==> src/rtl/param_sync_fifo.sv <==
// param_sync_fifo: parametrised single-clock FIFO with registered read port.
// Ports:
//   clk, rst           - clock, synchronous active-high reset
//   write_en, data_in  - write request and data
//   read_en            - read request
//   data_out           - registered read data (holds when no read accepted)
//   data_valid         - one-cycle strobe per accepted read
//   full, empty        - level == DEPTH / level == 0
//   almost_full        - level >= AFULL_LEVEL
//   almost_empty       - level <= AEMPTY_LEVEL
//   level              - occupancy 0..DEPTH
//   overflow/underflow - sticky rejected-write / rejected-read flags
//   clr_err            - clears the sticky flags (a same-cycle set wins)
module param_sync_fifo #(
  parameter int unsigned WIDTH        = 8,
  parameter int unsigned DEPTH        = 16,
  parameter int unsigned AFULL_LEVEL  = 14,
  parameter int unsigned AEMPTY_LEVEL = 2,
  localparam int unsigned AW          = $clog2(DEPTH)
) (
  input  logic             clk,
  input  logic             rst,
  input  logic             write_en,
  input  logic [WIDTH-1:0] data_in,
  input  logic             read_en,
  output logic [WIDTH-1:0] data_out,
  output logic             data_valid,
  output logic             full,
  output logic             empty,
  output logic             almost_full,
  output logic             almost_empty,
  output logic [AW:0]      level,
  output logic             overflow,
  output logic             underflow,
  input  logic             clr_err
);

  logic [WIDTH-1:0] mem_q [DEPTH];

  logic [AW-1:0]    wr_ptr_q, wr_ptr_d;
  logic [AW-1:0]    rd_ptr_q, rd_ptr_d;
  logic [AW:0]      level_q, level_d;
  logic [WIDTH-1:0] data_out_q, data_out_d;
  logic             data_valid_q, data_valid_d;
  logic             overflow_q, overflow_d;
  logic             underflow_q, underflow_d;
  logic             wr_acc, rd_acc;

  // Status flags decode straight from the registered level.
  assign full         = (level_q == (AW+1)'(DEPTH));
  assign empty        = (level_q == '0);
  assign almost_full  = (level_q >= (AW+1)'(AFULL_LEVEL));
  assign almost_empty = (level_q <= (AW+1)'(AEMPTY_LEVEL));
  assign level        = level_q;
  assign data_out     = data_out_q;
  assign data_valid   = data_valid_q;
  assign overflow     = overflow_q;
  assign underflow    = underflow_q;

  // Acceptance uses the current-cycle full/empty only; no same-cycle bypass.
  assign wr_acc = write_en & ~full;
  assign rd_acc = read_en & ~empty;

  // Next-state logic for pointers, level, read port and error flags.
  always_comb begin
    wr_ptr_d     = wr_ptr_q;
    rd_ptr_d     = rd_ptr_q;
    level_d      = level_q;
    data_out_d   = data_out_q;
    data_valid_d = 1'b0;
    overflow_d   = overflow_q;
    underflow_d  = underflow_q;

    if (wr_acc) wr_ptr_d = wr_ptr_q + AW'(1);

    if (rd_acc) begin
      rd_ptr_d     = rd_ptr_q + AW'(1);
      data_out_d   = mem_q[rd_ptr_q];
      data_valid_d = 1'b1;
    end

    case ({wr_acc, rd_acc})
      2'b10:   level_d = level_q + (AW+1)'(1);
      2'b01:   level_d = level_q - (AW+1)'(1);
      default: level_d = level_q;
    endcase

    // Clear first so a same-cycle set event overrides it.
    if (clr_err) begin
      overflow_d  = 1'b0;
      underflow_d = 1'b0;
    end
    if (write_en && full)  overflow_d  = 1'b1;
    if (read_en  && empty) underflow_d = 1'b1;
  end

  // Control state registers.
  always_ff @(posedge clk) begin
    if (rst) begin
      wr_ptr_q     <= '0;
      rd_ptr_q     <= '0;
      level_q      <= '0;
      data_out_q   <= '0;
      data_valid_q <= 1'b0;
      overflow_q   <= 1'b0;
      underflow_q  <= 1'b0;
    end else begin
      wr_ptr_q     <= wr_ptr_d;
      rd_ptr_q     <= rd_ptr_d;
      level_q      <= level_d;
      data_out_q   <= data_out_d;
      data_valid_q <= data_valid_d;
      overflow_q   <= overflow_d;
      underflow_q  <= underflow_d;
    end
  end

  // Storage array; contents survive reset, and reset blocks the write.
  always_ff @(posedge clk) begin
    if (!rst && wr_acc) mem_q[wr_ptr_q] <= data_in;
  end

endmodule

==> config.mk <==
export PLATFORM = sky130hd
export DESIGN_NAME = param_sync_fifo
export DESIGN_NICKNAME = d
export VERILOG_FILES = /design/src/rtl/param_sync_fifo.sv
export SDC_FILE = /design/constraint.sdc
export NUM_CORES = 1
export LEC_CHECK = 0
export BUFFER_PORTS_ARGS = -buffer_cell sky130_fd_sc_hd__buf_2
export CAP_MARGIN = 5
export CORE_ASPECT_RATIO = 1.25
export CORE_UTILIZATION = 42
export DETAILED_ROUTE_END_ITERATION = 8
export PLACE_DENSITY_LB_ADDON = 0.3
export SLEW_MARGIN = 20
export SYNTH_ARGS = -nofsm -noshare
export SYNTH_HDL_FRONTEND = slang
export SYNTH_SLANG_ARGS = --single-unit
==> constraint.sdc <==
create_clock -name clk -period 4.71 [get_ports clk]
set_clock_uncertainty 0.05 [all_clocks]
set_input_delay 0.7065 -clock clk [delete_from_list [all_inputs] [get_ports clk]]
set_output_delay 0.7065 -clock clk [all_outputs]
set_load 0.01 [all_outputs]
# Word level (Yosys, flattened, before mapping)
# Memories as Yosys holds them, arrays and structs flattened. A register that Yosys moved wholly into a read port is not among the register bits.
# Cells that the tools add are included.
[op_classes]
n_addsub = 4
n_lt_le_gt_ge = 2
n_eq_ne = 3
muxes = 7
n_bitwise = 4
n_reduce_logical = 8
[ops]
columns = ["op", "n"]
rows = [
  ["5-bit case mux with 2 select lines", 1],
  ["4-bit by 1-bit adder with 4-bit output (second input constant)", 2],
  ["1-bit 2-to-1 mux", 6],
  ["2-bit nonzero test", 3],
  ["5-bit by 1-bit adder with 5-bit output (second input constant)", 1],
  ["5-bit == test (second input constant)", 1],
  ["5-bit by 4-bit greater-or-equal comparator with 1-bit output (second input constant)", 1],
  ["5-bit by 2-bit less-or-equal comparator with 1-bit output (second input constant)", 1],
  ["5-bit zero test", 1],
  ["5-bit by 1-bit subtractor with 5-bit output (second input constant)", 1],
  ["1-bit logical AND", 3],
  ["1-bit bitwise AND", 2],
  ["2-bit by 1-bit == test with 1-bit output (second input constant)", 1],
  ["2-bit == test (second input constant)", 1],
  ["1-bit NOT", 2],
  ["1-bit zero test", 1],
]
[word_totals]
register_bits = 16
mem_bits_rw = 128
input_bits = 13
output_inout_bits = 20
elab_cells = 35
mem_count = 1
[memory_table]
columns = ["name", "words", "width", "rd", "rd_clocked_by_memory_dff", "wr", "line", "text"]
rows = [
  ["mem_q", 16, 8, 1, 1, 1, "38", "logic [WIDTH-1:0] mem_q [DEPTH];"],
]

# Longest topological paths before layout
[depth]
word_depth = 6
depth_mapped = 11
mapped_depth_nobuf = 11

# Worst setup path after synthesis
# No wires, ideal clock.
[synth_path]
path_type = "in2reg"
startpoint = "input port read_en"
endpoint = "register level_q[4] (netlist: level[4])"
setup_time_ns = 0.121
t_arrival_ns = 2.692
required_time_ns = 4.539
setup_slack_ns = 1.847
cell_stages = 11
path_buffers = 1
cell_sequence = "inv_1 a21oi_1 buf_2 ha_1 inv_1 fa_1 nor2b_1 o21ai_0 nand3_1 or3b_1 mux2_2"
[synth_between]
elab_chain_cells = 3
elab_cells_between_ends = 5
classes_between = "2 x eq/ne; 1 x mux; 1 x bitwise; 1 x reduce/logical"
[synth_rtl]
columns = ["item", "line", "text"]
rows = [
  ["from (decl)", "25", "input logic read_en,"],
  ["1-bit bitwise AND (*)", "62", "assign rd_acc = read_en & ~empty;"],
  ["2-bit by 1-bit == test with 1-bit output / 2-bit == test (equally long branches)", "82", "case ({wr_acc, rd_acc})"],
  ["5-bit case mux with 2 select lines / 2-bit nonzero test (equally long branches)", "-", ""],
  ["to (signal assigned)", "110", "level_q <= level_d;"],
  ["to (decl)", "42", "logic [AW:0] level_q, level_d;"],
]
# Mark *: on every way between the ends. The rest lies on a longest branch, timed or not.
# A chain may end at the register's enable or synchronous reset.

# Worst setup path in the final report
[layout_path]
startpoint = "register level_q[0] (netlist: level[0])"
endpoint = "register level_q[4] (netlist: level[4])"
[layout_between]
elab_chain_cells = 5
elab_cells_between_ends = 12
classes_between = "2 x add/sub; 3 x eq/ne; 1 x mux; 4 x bitwise; 2 x reduce/logical"
[layout_rtl]
columns = ["item", "line"]
rows = [
  ["5-bit == test / 5-bit zero test (equally long branches)", "50, 51"],
  ["1-bit NOT, on equally long branches", "61, 62"],
  ["1-bit bitwise AND, on equally long branches", "61, 62"],
  ["2-bit by 1-bit == test with 1-bit output / 2-bit == test (equally long branches)", "82"],
  ["5-bit case mux with 2 select lines / 2-bit nonzero test (equally long branches)", "-"],
]
# Parallel ways exist; a longest one is shown, timed or not.

==> results by group <==
Setup path
  • Worst EP required: 4.97 ns
  • Max incr delay on CP: 0.50 ns
  • Most used cell, CP: ha_1
  • CP max FO: 21
  • Top delay family on crit path: simple AND/OR/NAND/NOR gates
  • RR Startpoint: level[0]
  • Slowest CP cell: nor4_2
  • Worst setup startpoint: level[0]
  • Crit path DAT: 3.31 ns
  • Crit-path cells: nor4_2, a21oi_2, buf_4, ha_1, ha_1, nor2b_1, o21ai_0, a21oi_1, or3b_1, mux2_2
  • Startpoint types: register
  • Crit path capture type: register
  • Combined buffer and inverter count along the critical path: 1
  • Crit Path Category: register to register

Clock network
  • Clock Tree Root: clkbuf_16
  • Total CTS buffers: 17
  • H-tree levels: 4
  • Clock sink total: 152
  • Clock transition at path regs: 0.06 ns
  • # Post-CTS Setup Buffers: 0
  • CTS tree: yes
  • Maximum clock path buffer count: 2
  • CTS Hold Bufs: 0
  • Post-cts gate resize count: 0
  • Clk_lat worst skew: 0.41 ns

Route
  • Number of remaining DRC errors: 0
  • DR vias: 3333
  • First DRT Iteration DRCs: 254
  • Wire length per cell: 19.4 um
  • Via-per-instance ratio: 5.36
  • Post-DRT Antenna Nets: 0
  • Drt total wl: 12100 um
  • Router iterations before antenna repair: 5

Yosys
  • Syn. warnings: 0
  • Multiplexer share of the synthesized area: 11.0%
  • Synthesized area: 0.00610 mm2
  • Synthesized flop and latch total: 152
  • Compound-gate portion of the synthesized area: 5.54%
  • Gate Count Post-Synth: 401
  • Synth Area in Simple Gates: 6.52%
  • Post-Synth Adder-Cell Area: 2.17%
  • Sequential fraction of the synthesis area: 70.9%
  • Post-Syn Nets: 424
  • Main combinational cell family by area after synthesis: multiplexers
  • Post-synthesis xor/xnor area fraction: 1.15%
  • Average cell area after synthesis: 15.2 um2
  • Yosys cell types: 35

Floorplanning
  • Die Wd: 110 um
  • # IOs: 33
  • Site Rows: 48
  • Die Area: 0.0150 mm2
  • Initial Util: 43.6%
  • Core box area: 0.0140 mm2
  • Vert. Die Dim: 137 um

Timing
  • Worst slew pin tran: 0.975 ns
  • Slew Limit Fails: 0
  • Max Freq: 0.328 GHz
  • Setup-failing EPs final: 0
  • Final worst slack: 1.66 ns
  • Setup TNS: 0 ns
  • Minimum clock period: 3.05 ns
  • RSZ-0062 raised after global routing: false
  • Worst rel slew slack: 35.0%
  • Final worst path period share: 64.8%
  • Final Hold Violating Endpoints: 0

Pwr
  • VDD IR-drop max: 0.269 mV
  • Pleak: 2.26 nW
  • Overall Power: 3.49 mW
  • PwrDens: 501 mW/mm2

GRT
  • Vias in the first global route: 3321
  • Gr usage total: 17.5%
  • Initial antenna violation count: 0
  • Largest net degree at the start of global routing: 55
  • First-pass GRT wire length: 18300 um
  • Grt ovf: 0

Place
  • Placed cell areas: 0.00637 mm2
  • Place WS: 1.59 ns
  • DP Wirelength: 7910 um
  • I/O Buffers: 32
  • Placer Congestion: 0.753

Run status
  • Status: complete, no violations

Final layout
  • Synth-to-Final Area Change: 14.3%
  • Final net count: 457
  • Finished Cell Area: 0.00697 mm2
  • ANT cells: 0
  • Share of layout cells above drive strength 1: 15.9%

Flow run
  • Max_cap viols: 0

Hold path
  • Worst min-delay path category: register to register
  • Hold_sp: data_out[4]
-- worst paths after layout --
check / to / slack [ns] / cells after the start
max reg2reg: level[4] / 1.66 / 10
min: data_out[4] / 0.45 / 2
min reg2reg: data_out[4] / 0.45 / 2
max: level[4] / 1.66 / 10
-- stage by stage --
| step | hold WS (ns) | instances | util (%) |
|---|---|---|---|
| final | 0.448 | 622 | 49.8 |
| after global routing | 0.469 | 622 | 49.8 |
| after CTS | 0.451 | 622 | 49.8 |
| after detailed placement | 0.443 | 590 | 45.5 |
| after global placement | 0.436 | 590 | 45.5 |
| after floorplan | 0.470 | 401 | - |
-- layout by cell type (no fill, tap or decap), types with 4 or more instances in the layout --
cell and instances:
inv_1 10, buf_2 32, ha_1 9, o22ai_1 32
mux2i_1 66, edfxtp_1 128, a21oi_1 5, dfxtp_1 23
xor2_1 5, nor4_1 8, nand2_1 8, nor2_1 44
clkinv_4 4, clkbuf_16 19, a211oi_1 8, nand3b_1 4
-- power by group --
group          internal [mW]  switching [mW]  total, mW
logic                  0.228           0.332      0.560
registers               1.54          0.0728       1.61
clock network          0.795           0.524       1.32
total                   2.56           0.929       3.49
-- layout make-up --
cell class                 instances  area [um2]
clock buffer                      20         479
timing repair buffer              34         175
clock inverter                    12         115
sequential                       152        4330
inverter                          10        37.5
multi-input combinational        219        1610
fill                            1157        7030
tap                              175         219
-- worst reg2reg max path, delay by kind of cell (launching register included) --
kind                       cells  cell delay (ns)
AOI/OAI and AO/OA              3             0.42
adders and majority gates      2             0.60
DFF                            1             0.36
buffers and inverters          1             0.22
muxes                          1             0.28
and+or+nand+nor                3             1.02
-- registers in the layout (all words and copies together) (netlist names) --
| name | cells |
|---|---|
| data_valid | 1 |
| rd_ptr_q | 4 |
| data_out | 8 |
| underflow | 1 |
| overflow | 1 |
| level | 5 |
| wr_ptr_q | 4 |
| mem_q | 128 |
-- cells in the mapped netlist (all sizes together) --
| cell | count | area, um2 |
|---|---|---|
| edfxtp | 128 | 3840 |
| mux2i | 66 | 661 |
| nor2 | 44 | 165 |
| o22ai | 32 | 200 |
| dfxtp | 24 | 480 |
| buf | 14 | 101 |
| inv | 10 | 37.5 |
| ha | 9 | 113 |
| nor4 | 9 | 62.6 |
| a211oi | 8 | 60.1 |
| nand2 | 8 | 30.0 |
| a21oi | 6 | 30.0 |
| clkbuf | 6 | 25.0 |
| xor2 | 5 | 43.8 |
| nand3b | 4 | 30.0 |
| or3b | 4 | 35.0 |
| nand3 | 3 | 15.0 |
| xnor2 | 3 | 26.3 |
| a22oi | 2 | 15.0 |
| and2 | 2 | 12.5 |
| nand4 | 2 | 12.5 |
| nor2b | 2 | 12.5 |
| nor3 | 2 | 10.0 |
| or3 | 2 | 12.5 |
| a2111oi | 1 | 8.76 |
| a21boi | 1 | 11.3 |
| a21o | 1 | 7.51 |
| fa | 1 | 20.0 |
| mux2 | 1 | 11.3 |
| o21ai | 1 | 5.00 |
-- logic make-up (layout without fill, tap and decap cells) --
| family | Yosys count | in the layout |
|---|---|---|
| XOR/XNOR | 8 | 8 |
| AND/OR/NAND/NOR | 82 | 82 |
| flip-flops | 152 | 152 |
| adder cells (fa/ha/maj) | 10 | 10 |
| AO/OA/AOI/OAI | 52 | 52 |
| multiplexers | 67 | 67 |
| buffers and inverters | 30 | 76 |
-- per-layer routing --
metal / up-vias / wire length [um] / global-route usage (%)
met5: - / 0 / 0
met4: 0 / 179 / 7.19
met3: 13 / 476 / 5.38
met2: 58 / 6360 / 30.5
met1: 1657 / 5060 / 19.8
li1: 1605 / - / -
No activity file was read; power rests on OpenSTA's default activity.
